## config.mk

```make
export PLATFORM = sky130hd
export DESIGN_NAME = cmd_arb
export DESIGN_NICKNAME = d
export VERILOG_FILES = /design/src/rtl/cmd_arb.sv
export SDC_FILE = /design/constraint.sdc
export NUM_CORES = 1
export LEC_CHECK = 0
export ABC_AREA = 1
export CAP_MARGIN = 20
export CORE_MARGIN = 8
export CORE_UTILIZATION = 50
export CTS_BUF_LIST = sky130_fd_sc_hd__clkbuf_16
export DETAILED_ROUTE_END_ITERATION = 10
export PLACE_DENSITY = 0.89
export SYNTH_ARGS = -nofsm -noshare
export SYNTH_HDL_FRONTEND = slang
export SYNTH_SLANG_ARGS = --single-unit
```

## constraint.sdc

```tcl
create_clock -name clk -period 2.5 [get_ports clk]
set_input_delay 0.5 -clock clk [delete_from_list [all_inputs] [get_ports clk]]
set_output_delay 0.5 -clock clk [all_outputs]
set_load 0.01 [all_outputs]
```

## src/rtl/cmd_arb.sv

```systemverilog
// Round-robin command arbiter: grants one of three requesters access to cmd_proc,
// tracks the command through issue/execute, and reports its response or a timeout.
module cmd_arb #(
  parameter logic [25:0] TIMEOUT = 26'd50_000_000,
  parameter logic [7:0]  TO_RESP = 8'hEE
) (
  input  logic        clk,
  input  logic        rst,
  input  logic [15:0] req_cmd0,
  input  logic [15:0] req_cmd1,
  input  logic [15:0] req_cmd2,
  input  logic [2:0]  req_rdy,
  input  logic [2:0]  lock,
  input  logic        clr_cmd_rdy,
  input  logic        send_resp,
  input  logic [7:0]  resp_in,
  output logic [15:0] cmd,
  output logic        cmd_rdy,
  output logic [2:0]  req_clr,
  output logic [2:0]  req_done,
  output logic [7:0]  resp,
  output logic [2:0]  gnt,
  output logic        timeout
);

  typedef enum logic [1:0] {StIdle, StIssue, StBusy, StDone} state_e;

  state_e      state_q, state_d;
  logic [1:0]  rr_q, rr_d;
  logic [1:0]  gidx_q, gidx_d;
  logic [25:0] cnt_q, cnt_d;
  logic [15:0] cmd_q, cmd_d;
  logic [7:0]  resp_q, resp_d;
  logic [2:0]  gnt_q, gnt_d;
  logic [2:0]  req_clr_q, req_clr_d;
  logic        to_q, to_d;

  logic        sel_found;
  logic [1:0]  sel_idx;
  logic [2:0]  cand;
  logic [15:0] sel_cmd;
  logic        expired;

  // Search order rr, rr+1, rr+2 (mod 3); first ready requester wins.
  always_comb begin
    sel_found = 1'b0;
    sel_idx   = 2'd0;
    cand      = 3'd0;
    for (int i = 0; i < 3; i++) begin
      cand = {1'b0, rr_q} + 3'(i);
      if (cand >= 3'd3) cand = cand - 3'd3;
      if (!sel_found && req_rdy[cand[1:0]]) begin
        sel_found = 1'b1;
        sel_idx   = cand[1:0];
      end
    end
  end

  always_comb begin
    unique case (sel_idx)
      2'd0:    sel_cmd = req_cmd0;
      2'd1:    sel_cmd = req_cmd1;
      default: sel_cmd = req_cmd2;
    endcase
  end

  // >= rather than == so a late clr_cmd_rdy cannot let the counter run past the budget.
  assign expired = (cnt_q >= (TIMEOUT - 26'd1));

  always_comb begin
    state_d   = state_q;
    rr_d      = rr_q;
    gidx_d    = gidx_q;
    cnt_d     = cnt_q;
    cmd_d     = cmd_q;
    resp_d    = resp_q;
    gnt_d     = gnt_q;
    req_clr_d = 3'b000;
    to_d      = to_q;
    unique case (state_q)
      StIdle: begin
        if (sel_found) begin
          state_d   = StIssue;
          gidx_d    = sel_idx;
          gnt_d     = 3'b001 << sel_idx;
          req_clr_d = 3'b001 << sel_idx;
          cmd_d     = sel_cmd;
          cnt_d     = 26'd0;
          to_d      = 1'b0;
        end
      end
      StIssue: begin
        cnt_d = cnt_q + 26'd1;
        if (clr_cmd_rdy) begin
          state_d = StBusy;
        end else if (expired) begin
          state_d = StDone;
          resp_d  = TO_RESP;
          to_d    = 1'b1;
        end
      end
      StBusy: begin
        cnt_d = cnt_q + 26'd1;
        if (send_resp) begin
          state_d = StDone;
          resp_d  = resp_in;
        end else if (expired) begin
          state_d = StDone;
          resp_d  = TO_RESP;
          to_d    = 1'b1;
        end
      end
      default: begin
        state_d = StIdle;
        gnt_d   = 3'b000;
        to_d    = 1'b0;
        if (lock[gidx_q]) rr_d = gidx_q;
        else              rr_d = (gidx_q == 2'd2) ? 2'd0 : gidx_q + 2'd1;
      end
    endcase
  end

  always_ff @(posedge clk or posedge rst) begin
    if (rst) begin
      state_q   <= StIdle;
      rr_q      <= 2'd0;
      gidx_q    <= 2'd0;
      cnt_q     <= 26'd0;
      cmd_q     <= 16'h0000;
      resp_q    <= 8'h00;
      gnt_q     <= 3'b000;
      req_clr_q <= 3'b000;
      to_q      <= 1'b0;
    end else begin
      state_q   <= state_d;
      rr_q      <= rr_d;
      gidx_q    <= gidx_d;
      cnt_q     <= cnt_d;
      cmd_q     <= cmd_d;
      resp_q    <= resp_d;
      gnt_q     <= gnt_d;
      req_clr_q <= req_clr_d;
      to_q      <= to_d;
    end
  end

  assign cmd      = cmd_q;
  assign cmd_rdy  = (state_q == StIssue);
  assign req_clr  = req_clr_q;
  assign req_done = (state_q == StDone) ? gnt_q : 3'b000;
  assign resp     = resp_q;
  assign gnt      = gnt_q;
  assign timeout  = (state_q == StDone) && to_q;

endmodule

```

==> results.json <==
{
  "post_cts_buffers": 0,
  "cts_root_buf": "clkbuf_16",
  "end_kind": "output port",
  "clockPowerShare": 0.190,
  "maxCapViolations": 0,
  "start_util": 0.517,
  "synth_seq_cells": 63,
  "grt_antenna_before_repair": 0,
  "grt_pass1_vias": 4260,
  "grt_util_all_layers": 0.229,
  "pin_count": 101,
  "setup_tns_ns": 0,
  "io_buffers": 100,
  "dpl_cell_area_um2": 5110,
  "setup_slack_ns": 0.0676,
  "routed_via_density": 5.40,
  "synth_top_cell_by_area": "dfrtp_1",
  "avgRoutedWirePerCell_um": 16.4,
  "dieArea_um2": 11100,
  "crit_path_max_fanout": 6,
  "vias": 4214,
  "wl_um": 12800,
  "syn2layout_area_growth_pct": 34.8,
  "syn_area_per_cell_um2": 7.07,
  "gr-total-overflow": 0,
  "drtIter0Drc": 233,
  "cts_buffer_depth": 2,
  "rsz0062_at_grt": "no",
  "cp.required_ns": 2.00,
  "num_rows": 32,
  "netlist_area_um2": 4000,
  "coreArea_um2": 7730,
  "synth.area.top_cells": "dfrtp_1, nand2_1, nand3_1",
  "finalMaxSlewViolations": 0,
  "grt_pass1_wl_um": 20900,
  "cp-startpoint": "state_q[1]",
  "stdcell_area_um2": 5390,
  "worst-slew-pin-transition_ns": 0.466,
  "die_y_um": 105,
  "worst_ep_arrival_time_ns": 1.93,
  "top_usage_layer": "met2",
  "path_clk_slew_ns": 0.05,
  "yosys_warnings": 0,
  "max_slew_margin": 0.688,
  "period_minus_slack_ns": 2.43,
  "dr.pass1.iters": 5,
  "hold_buffers": 0,
  "diodes": 0,
  "min_period_over_period": 0.973,
  "start_kind": "flop",
  "clock_sinks": 63,
  "crit_type": "reg2out",
  "ys_seq_area_frac": 0.394,
  "postCtsResizedCells": 0,
  "clk-insertion-delay-late_ns": 0.33,
  "status": "finished clean",
  "final_nets": 749,
  "switching_power_mw": 2.86,
  "cts_buffers": 9,
  "drive_gt1_frac": 0.0796,
  "cts_htree_levels": 3,
  "hold_violations": 0,
  "fmax_mhz": 411,
  "synth_edf_count": 0,
  "power_density_nw_per_um2": 1180,
  "ir_worst_vdd_mv": 0.685,
  "setup_viol": 0,
  "met2_usage": 0.381,
  "drc": 0,
  "met3_usage": 0.0457,
  "switching_share": 0.450,
  "power_mw": 6.34,
  "synth_top_area_frac": 0.394,
  "cts_tree": "built",
  "place.gp.congestion": 0.935,
  "dp_hpwl_um": 9700,
  "async_flop_share": 1.00,
  "pwr-share-seq": 0.243,
  "fin_skew_ns": 0.00937,
  "synth_cells": 566,
  "synthesis.nets": 641,
  "hold_start": "resp[4]",
  "pre_cts_ws_ns": 0.0590,
  "min_path_type": "reg2reg",
  "die_w_um": 105,
  "internal_power_mw": 3.49,
  "met1_usage": 0.282,
  "synth_ff_type": "dfrtp_1",
  "power_leakage_nw": 2.53,
  "grt_max_degree": 64,
  "pwr-share-comb": 0.567,
  "ys_types": 35,
  "antenna_left": 0,
  "reg2reg_from": "rr_q[0]"
}
## layout by cell type (no fill, tap or decap)
cell type / count
inv_1: 71
xor2_1: 5
o21ai_0: 17
clkinv_2: 1
buf_12: 1
o21ai_2: 1
nand2_1: 143
clkinv_1: 2
a31oi_1: 1
a21o_1: 1
nand3b_1: 2
nand2_2: 7
o31ai_1: 4
nor2_2: 4
nor2_1: 64
nor2_4: 3
nand3_1: 63
nand3_2: 1
nor3_1: 19
or2_0: 5
nand4_1: 17
inv_2: 9
and2_1: 1
a221oi_1: 1
or2_1: 2
clkinvlp_4: 1
nor3_4: 1
a21oi_1: 22
ha_1: 9
bufinv_16: 1
nand2_4: 4
o21ai_1: 11
nor4_1: 1
clkbuf_16: 9
or2_2: 1
dfrtp_1: 63
buf_4: 10
clkdlybuf4s50_1: 100
## stage by stage
stage          cells  hold WS (ns)  utilization
2_1_floorplan    566         0.472            -
3_3_place_gp     765         0.456        0.661
3_5_place_dp     765         0.462        0.661
4_1_cts          780         0.472        0.697
5_1_grt          780         0.496        0.697
6_report         780         0.468        0.697
## cells in the mapped netlist, types with 2 or more instances
cell type,n
nand3b_1,2
or2_0,5
nand2_4,4
buf_2,6
ha_1,9
nor3_1,19
buf_6,3
nor2_1,64
nand2_2,7
nand3_1,63
inv_1,71
xor2_1,5
inv_2,8
dfrtp_1,63
nor2_2,4
o21ai_1,11
or2_1,2
a21oi_1,22
o21ai_0,17
o31ai_1,4
buf_4,2
buf_8,2
nor2_4,3
nand2_1,143
nand4_1,17
## power groups by stage
stage / clock network, mW / logic (mW) / registers [mW]
final: 1.21 / 3.60 / 1.54
after global routing: 1.24 / 3.96 / 1.57
after CTS: 1.20 / 3.58 / 1.53
after detailed placement: 0 / 3.53 / 1.55
after global placement: 0 / 3.39 / 1.53
after floorplan: 0 / 2.28 / 1.61
## critical path: stages, from the launching register on
cell and delay, ns:
dfrtp_1 0.46, ha_1 0.38, nand2_1 0.11, inv_1 0.07, clkdlybuf4s50_1 0.58
## registers in the layout, summed over array words and instances (netlist names)
signal	cells
cmd	16
cnt_q	26
gidx_q	2
gnt	3
req_clr	3
resp	8
rr_q	2
state_q	2
to_q	1
## cell families (layout without fill, tap and decap cells)
logic type	after synthesis	count (layout)	synth area share
XOR/XNOR	5	5	0.0110
AO/OA/AOI/OAI	58	58	0.0779
AND/OR/NAND/NOR	338	338	0.386
buffers and inverters	93	205	0.102
flip-flops	63	63	0.394
adder cells (fa/ha/maj)	9	9	0.0282
## cell type report
| cell class | count | area (µm²) |
|---|---|---|
| clock buffers | 9 | 225 |
| clock inverters | 6 | 53.8 |
| inverters | 79 | 297 |
| repair buffers | 111 | 1100 |
| flip-flops and latches | 63 | 1580 |
| well taps | 102 | 128 |
| multi-input cells | 410 | 2010 |
| fillers | 607 | 2340 |
## per-layer routing
layer	wire length, µm	part of all wire	vias to the layer above
met5	0	0	-
met2	5980	0.47	207
met3	930	0.073	34
li1	-	-	2036
met1	5510	0.43	1937
met4	393	0.031	0
## worst paths after layout
check	end	slack, ns	depth (start not counted)
max	timeout	0.07	4
max reg2reg	cmd[8]	0.25	13
min	resp[4]	0.47	2
min in group asynchronous	cmd[7]	0.57	3
max in group asynchronous	cnt_q[1]	1.63	3
min reg2reg	resp[4]	0.47	2
(Power assumes the default switching activity.)
